===== src/rtl/mult_div_unit_pkg.sv =====
// Shared definitions for the multiply/divide unit: ALU control codes, FSM states
// and small opcode decoders.
package mult_div_unit_pkg;

  localparam logic [4:0] ALUCtrl_MULT  = 5'b11000;
  localparam logic [4:0] ALUCtrl_MULTU = 5'b11001;
  localparam logic [4:0] ALUCtrl_DIV   = 5'b11010;
  localparam logic [4:0] ALUCtrl_DIVU  = 5'b11011;

  typedef enum logic [1:0] {
    MDU_IDLE = 2'd0,
    MDU_MUL  = 2'd1,
    MDU_DIV  = 2'd2,
    MDU_FIX  = 2'd3
  } mdu_state_e;

  function automatic logic is_mul_op(input logic [4:0] ctrl);
    return (ctrl == ALUCtrl_MULT) || (ctrl == ALUCtrl_MULTU);
  endfunction

  function automatic logic is_div_op(input logic [4:0] ctrl);
    return (ctrl == ALUCtrl_DIV) || (ctrl == ALUCtrl_DIVU);
  endfunction

  function automatic logic is_signed_op(input logic [4:0] ctrl);
    return (ctrl == ALUCtrl_MULT) || (ctrl == ALUCtrl_DIV);
  endfunction

endpackage


===== src/rtl/mult_div_unit_abs_neg.sv =====
// Combinational conditional two's-complement negate, used both for operand
// magnitudes and for applying the result sign.
module mdu_abs_neg #(
  parameter int W = 32
) (
  input  logic [W-1:0] value,
  input  logic         negate,
  output logic [W-1:0] result
);

  assign result = negate ? (~value + W'(1)) : value;

endmodule


===== src/rtl/mult_div_unit.sv =====
// Iterative MULT/MULTU/DIV/DIVU unit holding the HI/LO registers; one
// multiplier/quotient bit per cycle on a shared 2*WIDTH accumulator.
module mult_div_unit
  import mult_div_unit_pkg::*;
#(
  parameter int WIDTH = 32
) (
  input  logic             clk,
  input  logic             rst,
  input  logic             start,
  input  logic [4:0]       alu_ctrl,
  input  logic [WIDTH-1:0] op_a,
  input  logic [WIDTH-1:0] op_b,
  input  logic             flush,
  input  logic             wr_hi,
  input  logic             wr_lo,
  input  logic [WIDTH-1:0] wr_data,
  output logic             busy,
  output logic             done,
  output logic [WIDTH-1:0] hi,
  output logic [WIDTH-1:0] lo,
  output mdu_state_e       state
);

  // Handshake: start is taken only in IDLE (and not under flush); busy is high
  // from the accepting edge until HI/LO are written, when done pulses once.
  localparam int CW = (WIDTH > 1) ? $clog2(WIDTH) : 1;

  mdu_state_e           state_q, state_d;
  logic [CW-1:0]        cnt;
  logic [2*WIDTH-1:0]   acc;
  logic [WIDTH-1:0]     mag_a, mag_b, raw_a;
  logic                 sign_q, sign_r, div_zero, is_mul;
  logic                 accept, last_iter, signed_op;
  logic [WIDTH-1:0]     abs_a, abs_b, quo, rem;
  logic [2*WIDTH-1:0]   prod;
  logic [WIDTH:0]       mul_sum, div_top;
  logic [WIDTH-1:0]     div_diff;
  logic                 div_fits;
  logic [2*WIDTH-1:0]   mul_next, div_next;

  assign signed_op = is_signed_op(alu_ctrl);
  assign accept    = (state_q == MDU_IDLE) && start && !flush &&
                     (is_mul_op(alu_ctrl) || is_div_op(alu_ctrl));
  assign last_iter = (cnt == CW'(WIDTH - 1));

  mdu_abs_neg #(.W(WIDTH))   u_abs_a (.value(op_a), .negate(signed_op & op_a[WIDTH-1]), .result(abs_a));
  mdu_abs_neg #(.W(WIDTH))   u_abs_b (.value(op_b), .negate(signed_op & op_b[WIDTH-1]), .result(abs_b));
  mdu_abs_neg #(.W(2*WIDTH)) u_prod  (.value(acc), .negate(sign_q), .result(prod));
  mdu_abs_neg #(.W(WIDTH))   u_quo   (.value(acc[WIDTH-1:0]), .negate(sign_q), .result(quo));
  mdu_abs_neg #(.W(WIDTH))   u_rem   (.value(acc[2*WIDTH-1:WIDTH]), .negate(sign_r), .result(rem));

  // Multiply: acc = {partial, multiplier}; add on the LSB, then shift right.
  assign mul_sum  = {1'b0, acc[2*WIDTH-1:WIDTH]} + (acc[0] ? {1'b0, mag_a} : '0);
  assign mul_next = {mul_sum, acc[WIDTH-1:1]};

  // Divide: acc = {remainder, dividend/quotient}; trial-subtract the shifted remainder.
  assign div_top  = acc[2*WIDTH-1:WIDTH-1];
  assign div_fits = (div_top >= {1'b0, mag_b});
  assign div_diff = div_top[WIDTH-1:0] - mag_b;
  assign div_next = {(div_fits ? div_diff : div_top[WIDTH-1:0]), acc[WIDTH-2:0], div_fits};

  always_ff @(posedge clk) begin
    if (rst) state_q <= MDU_IDLE;
    else     state_q <= state_d;
  end

  always_comb begin
    state_d = state_q;
    case (state_q)
      MDU_IDLE: if (accept) state_d = is_mul_op(alu_ctrl) ? MDU_MUL : MDU_DIV;
      MDU_MUL,
      MDU_DIV:  if (last_iter) state_d = MDU_FIX;
      MDU_FIX:  state_d = MDU_IDLE;
      default:  state_d = MDU_IDLE;
    endcase
    if (flush) state_d = MDU_IDLE;
  end

  always_comb begin
    busy  = (state_q != MDU_IDLE);
    state = state_q;
  end

  always_ff @(posedge clk) begin
    if (rst) begin
      cnt      <= '0;
      acc      <= '0;
      mag_a    <= '0;
      mag_b    <= '0;
      raw_a    <= '0;
      sign_q   <= 1'b0;
      sign_r   <= 1'b0;
      div_zero <= 1'b0;
      is_mul   <= 1'b0;
      hi       <= '0;
      lo       <= '0;
      done     <= 1'b0;
    end else begin
      done <= 1'b0;
      if (flush) begin
        cnt <= '0;
      end else begin
        case (state_q)
          MDU_IDLE: begin
            if (wr_hi) hi <= wr_data;
            if (wr_lo) lo <= wr_data;
            if (accept) begin
              mag_a    <= abs_a;
              mag_b    <= abs_b;
              raw_a    <= op_a;
              sign_q   <= signed_op & (op_a[WIDTH-1] ^ op_b[WIDTH-1]);
              sign_r   <= signed_op & op_a[WIDTH-1];
              div_zero <= (op_b == '0);
              is_mul   <= is_mul_op(alu_ctrl);
              cnt      <= '0;
              acc      <= {{WIDTH{1'b0}}, (is_mul_op(alu_ctrl) ? abs_b : abs_a)};
            end
          end
          MDU_MUL: begin
            acc <= mul_next;
            cnt <= last_iter ? '0 : cnt + CW'(1);
          end
          MDU_DIV: begin
            acc <= div_next;
            cnt <= last_iter ? '0 : cnt + CW'(1);
          end
          MDU_FIX: begin
            done <= 1'b1;
            if (is_mul) begin
              hi <= prod[2*WIDTH-1:WIDTH];
              lo <= prod[WIDTH-1:0];
            end else if (div_zero) begin
              hi <= raw_a;
              lo <= '1;
            end else begin
              hi <= rem;
              lo <= quo;
            end
          end
          default: ;
        endcase
      end
    end
  end

endmodule

===== config.mk =====
export PLATFORM = sky130hd
export DESIGN_NAME = mult_div_unit
export DESIGN_NICKNAME = d
export VERILOG_FILES = /design/src/rtl/mult_div_unit_pkg.sv /design/src/rtl/mult_div_unit_abs_neg.sv /design/src/rtl/mult_div_unit.sv
export SDC_FILE = /design/constraint.sdc
export NUM_CORES = 1
export LEC_CHECK = 0
export BUFFER_PORTS_ARGS = -buffer_cell sky130_fd_sc_hd__buf_2
export CAP_MARGIN = 20
export CORE_MARGIN = 4
export CORE_UTILIZATION = 55
export DETAILED_ROUTE_END_ITERATION = 8
export GPL_TIMING_DRIVEN = 0
export PLACE_DENSITY_LB_ADDON = 0.15
export SLEW_MARGIN = 20
export SYNTH_ARGS = -nofsm -noshare
export SYNTH_HDL_FRONTEND = slang
export SYNTH_SLANG_ARGS = --single-unit

===== constraint.sdc =====
create_clock -name clk -period 5.05 [get_ports clk]
set_clock_uncertainty 0.05 [all_clocks]
set_input_delay 0.2525 -clock clk [delete_from_list [all_inputs] [get_ports clk]]
set_output_delay 0.2525 -clock clk [all_outputs]
set_load 0.1 [all_outputs]

Word-level counts from Yosys, hierarchy flattened
Cells that the tools add are included.
- memory bits (writable): 0
- word-level logic and storage cells: 92
- bits in registers: 236
- input bits: 107
- latch bits: 0
- output and inout bits: 68
- ROM bits: 0
- memories kept: 0
- $lt $le $gt $ge: 1
- div/mod/pow operators: 0
- add/subtract/negate cells: 8
- bitwise operators: 10
- shifts and indexed selects: 0
- equal/unequal tests: 12
- reduce and logical (&&, ||, !) cells: 22
- $mul: 0
- multiplexer cells: 26
- operators with widths (kind ; number):
    $mux W32 ; 13
    $pmux W64 S3 ; 1
    $add A32 B1 Y32 const B ; 4
    $mux W64 ; 2
    $not A32 Y32 ; 4
    $pmux W32 S2 ; 2
    $add A64 B1 Y64 const B ; 1
    $not A64 Y64 ; 1
    $add A32 B32 Y33 ; 1
    $ge A33 B32 Y1 ; 1
    $logic_not A32 Y1 ; 1
    $sub A32 B32 Y32 ; 1
    $eq A5 B5 Y1 const B ; 5
    $reduce_and A3 Y1 ; 4
    $mux W5 ; 2
    $pmux W5 S2 ; 1
    $mux W2 ; 3
    $ne A2 B2 Y1 const B ; 3
    $pmux W2 S3 ; 1
    $reduce_bool A2 Y1 ; 3
    $add A5 B1 Y5 const B ; 1
    $eq A2 B2 Y1 const B ; 2
    $logic_or A1 B1 Y1 ; 4
    $reduce_and A2 Y1 ; 2
    other kinds (11) ; 16

Longest topological paths before layout
- depth in word-level cells: 7
- gate-level depth with buffers: 15
- gate-level depth less buffers: 13

By module
From an unflattened synthesis, not the netlist that was laid out.
- cells, all modules: 2449
- area, all modules: 19244.7 um^2
- by module, submodules not included (module ; area each (um^2) ; seq. area each (um^2) ; cells an instance ; times used):
    mult_div_unit ; 14487.6 ; 4724.5 ; 1847 ; 1
    mdu_abs_neg at u_abs_a ... ; 777.0 ; 0.0 ; 99 ; 4
    mdu_abs_neg at u_prod ; 1649.1 ; 0.0 ; 206 ; 1

Worst setup path before layout
OpenSTA, ideal clock, no wires.
- kind: register -> register
- start point: reg acc[0]
- end point: reg hi[30]
- period minus slack after synthesis: 3.556 ns
- data required time: 4.926 ns
- library setup time: 0.074 ns
- stages on the path, launching flop included: 15
- data arrival time: 3.431 ns
- path buffers: 3
- slack: 1.494 ns
- cells stage by stage: dfxtp_1 -> clkbuf_1 -> buf_1 -> inv_1 -> ha_1 -> or4b_2 -> or4_1 -> clkbuf_1 -> nor4_1 -> nand2_1 -> o21ai_0 -> mux2i_1 -> nand2_1 -> o2111a_1 -> o21ai_0
- cells in the longest elaborated chain, start to end: 5
- ends and longest elaborated chain (element ; line ; RTL):
    from (decl) ; mult_div_unit.sv:31 ; logic [2*WIDTH-1:0] acc;
    from (signal assigned) ; mult_div_unit.sv:117 ; acc <= {{WIDTH{1'b0}}, (is_mul_op(alu_ctrl) ? abs_b : abs_a)};
    from (signal assigned) ; mult_div_unit.sv:121 ; acc <= mul_next;
    from (signal assigned) ; mult_div_unit.sv:125 ; acc <= div_next;
    $not A64 Y64 ; mult_div_unit_abs_neg.sv:11 ; assign result = negate ? (~value + W'(1)) : value;
    $add A64 B1 Y64 ; mult_div_unit_abs_neg.sv:11 ;
    $mux W64 ; mult_div_unit_abs_neg.sv:11 ;
    $mux W32 ; mult_div_unit.sv:130 ; if (is_mul) begin
    $pmux W32 S2 ; mult_div_unit.sv:104 ; case (state_q)
    to (signal assigned) ; mult_div_unit.sv:106 ; if (wr_hi) hi <= wr_data;
    to (signal assigned) ; mult_div_unit.sv:131 ; hi <= prod[2*WIDTH-1:WIDTH];
    to (signal assigned) ; mult_div_unit.sv:134 ; hi <= raw_a;
    to (decl) ; mult_div_unit.sv:20 ; output logic [WIDTH-1:0] hi,
No other way between the ends.
A chain may end at the register's enable or synchronous reset.

Final worst setup path
Same ends and word-level chain as after synthesis.

==> results.json <==
{
  "status": "finished, final reports clean",
  "rsz0062_at_grt": "false",
  "worst_slew_pin_slew_ns": 1.31,
  "clk_pin_slew_ns": 0.06,
  "p_per_area_nw_per_um2": 254,
  "drc": 0,
  "die_w_um": 186,
  "start_util": 0.555,
  "dp_hpwl_mm": 60.8,
  "synth_area_leaders": "dfxtp_1, nand2_1, a21oi_1, xnor2_1, ha_1",
  "htreeDepth": 1,
  "cts_tree": "done",
  "syn_nets": 2543,
  "yosys_warnings": 0,
  "vdd_drop_max_v": 0.000244,
  "synth_simple_gate_area_frac": 0.209,
  "area_delta_synth_final_pct": 15.0,
  "synthAdderAreaFrac": 0.0553,
  "gp_congestion": 1.09,
  "hold_start": "wr_data[16]",
  "fin_crit_ns": 4.77,
  "core_area_um2": 31500,
  "placementRows": 65,
  "synth_top_cell_by_area": "dfxtp_1",
  "stdcell_area_um2": 20100,
  "worstPathMaxFanout": 10,
  "finalNonFillerCells": 3022,
  "clock-root-buffer": "clkbuf_16",
  "synth_compound_area_frac": 0.280,
  "synth_area_per_cell_um2": 7.41,
  "clk_latency_ns": 0.57,
  "max-clock-path-buffers": 3,
  "hold_violations": 0,
  "dieArea_um2": 34700,
  "setup_slack_ns": 0.284,
  "drv_cap": 0,
  "synth_top_family_by_area": "compound AO/OA/AOI/OAI gates",
  "worstReg2RegStart": "acc[0]",
  "numClockSinks": 235,
  "synth_area_um2": 17500,
  "worstSetupStartpointType": "register",
  "ys_ff_latch": 235,
  "synth_ff_type": "dfxtp_1",
  "utilization": 0.638,
  "drive_gt1_frac": 0.0981,
  "synthTopCellsByCount": "nand2_1, dfxtp_1, a21oi_1",
  "relSlewSlack": 0.118,
  "r2r-end": "hi[30]",
  "crit_type": "register to register",
  "rrSetupSlack_ns": 0.28,
  "drt-initial-drc-count": 2825,
  "yosysUniqueCellTypes": 80,
  "cts_buffers": 28,
  "required_ns": 5.49,
  "startpoint": "acc[0]",
  "vias": 19800,
  "ant_nets": 0,
  "setup_tns_ns": 0,
  "synthArstFlopShare": 0,
  "grt_use_total": 0.418,
  "yosysMostFrequentCell": "nand2_1",
  "synth_seq_area_share": 0.269,
  "slew_viol_final": 0,
  "syn_inst": 2360,
  "pre_cts_ws_ns": 0.101,
  "grt_pass1_wl_mm": 110,
  "hp-class": "input port to register",
  "die_y_um": 186,
  "portBuffers": 172,
  "io_pins": 175,
  "holdWs_ns": 0.0397,
  "report.final.setup_viol": 0,
  "p_total_mw": 5.10,
  "totalWireLength_mm": 76.4,
  "antenna_found_initial": 2,
  "max_freq_mhz": 210,
  "overflow": 0,
  "crit_arrival_ns": 5.20,
  "yosysTopAreaCellShare": 0.269,
  "period_share": 0.944,
  "grt_max_degree": 15,
  "post_drt_via_cell_ratio": 6.57,
  "grt_pass1_vias": 18300,
  "nNetsFinal": 2783,
  "placed_area_um2": 18800,
  "routedWlPerCell_um": 25.3,
  "post_cts_buffers": 0,
  "synth.area.mux_share": 0.0321,
  "endpoint_kind": "register",
  "first_pass_iters": 7,
  "synth_xor_area_frac": 0.0982,
  "power.leakage_nw": 7.66,
  "reg2reg_depth": 14,
  "place_inst": 2934,
  "crit_end": "hi[30]",
  "synth_enable_flop_cells": 0,
  "antenna_cells": 0
}
==> flip-flops by register name, indices dropped and copies added, names as in the netlist <==
signal and flops:
acc 64, cnt 5, div_zero 1, done 1, hi 32, is_mul 1, lo 32, mag_a 32
mag_b 32, raw_a 31, sign_q 1, sign_r 1, state 2
==> cells in the final DEF, fill, tap and decap left out, drive strengths merged, types with 10 or more instances in the layout <==
master	Yosys	layout
nand2b	22	22
buf	18	190
nor3	48	48
mux2i	47	47
or3	23	23
clkinv	2	12
o21ai	160	160
a22oi	41	41
and3	10	10
nor2b	13	13
inv	63	63
or4	22	22
nor4	16	16
a21o	18	18
nor2	213	213
o31ai	33	33
xor2	79	79
ha	74	74
xnor2	117	117
a221oi	11	11
o41ai	16	16
dlygate4sd3	0	38
o21a	11	11
a21oi	221	221
a211oi	79	79
o21bai	11	11
nand3	27	27
dfxtp	235	235
and2	41	41
o221ai	43	43
nand2	301	301
o211ai	21	21
nand4	14	14
clkbuf	173	211
a31oi	18	18
==> critical path, cell delays in order, from the launching register on <==
cell and delay [ns]:
dfxtp_1 0.31, clkbuf_2 0.27, buf_1 0.40, inv_1 0.14, ha_1 0.21, or4b_2 0.61, or4_1 0.42, clkbuf_1 0.22
nor4_2 0.52, nand2_1 0.38, o21ai_0 0.53, mux2i_1 0.24, nand2_1 0.08, o2111a_1 0.17, o21ai_0 0.14
==> area by class of cell <==
type / instances / area, um2
Inverter: 65 / 244
Tap cell: 402 / 503
Fill cell: 2907 / 11400
Clock buffer: 38 / 778
Multi-Input combinational cell: 1869 / 11800
Timing Repair Buffer: 210 / 1240
Sequential cell: 235 / 4700
Buffer: 191 / 741
Clock inverter: 12 / 80.1
==> how the worst min path moves through the flow <==
stage          slack [ns]        end  cells after the start
2_1_floorplan        0.34  raw_a[10]                      2
4_1_cts              0.02      hi[0]                      3
3_5_place_dp         0.39     hi[21]                      1
3_3_place_gp         0.39     hi[21]                      1
6_report             0.04     hi[16]                      3
5_1_grt              0.06     lo[21]                      3
==> routing by layer <==
layer / vias up / track usage / routed length, um
li1: 9003 / - / -
met2: 1330 / 0.623 / 31900
met1: 9234 / 0.557 / 30000
met4: 2 / 0.187 / 4320
met5: - / 0 / 7
met3: 275 / 0.131 / 10100
==> report_power, final <==
part | total [mW] | leakage, nW | internal (mW) | switching, mW
Clock | 1.95 | 0.423 | 1.08 | 0.868
Sequential | 1.95 | 1.91 | 1.91 | 0.0377
Combinational | 1.21 | 5.34 | 0.332 | 0.880
Total | 5.10 | 7.66 | 3.32 | 1.79
==> logic make-up after synthesis <==
kind of cell,count (synthesis)
buf+inv,256
simple gates,787
flops,235
fa+ha+maj,76
compound gates,755
xor+xnor,196
mux,55
==> repair_timing <==
| action | 4_1_cts | 5_1_grt |
|---|---|---|
| hold endpoints to repair | 38 | 0 |
| setup endpoints to repair | 0 | 10 |
| resized for setup | 0 | 4 |
| hold buffers | 38 | 0 |
No activity file was read; power rests on OpenSTA's default activity.
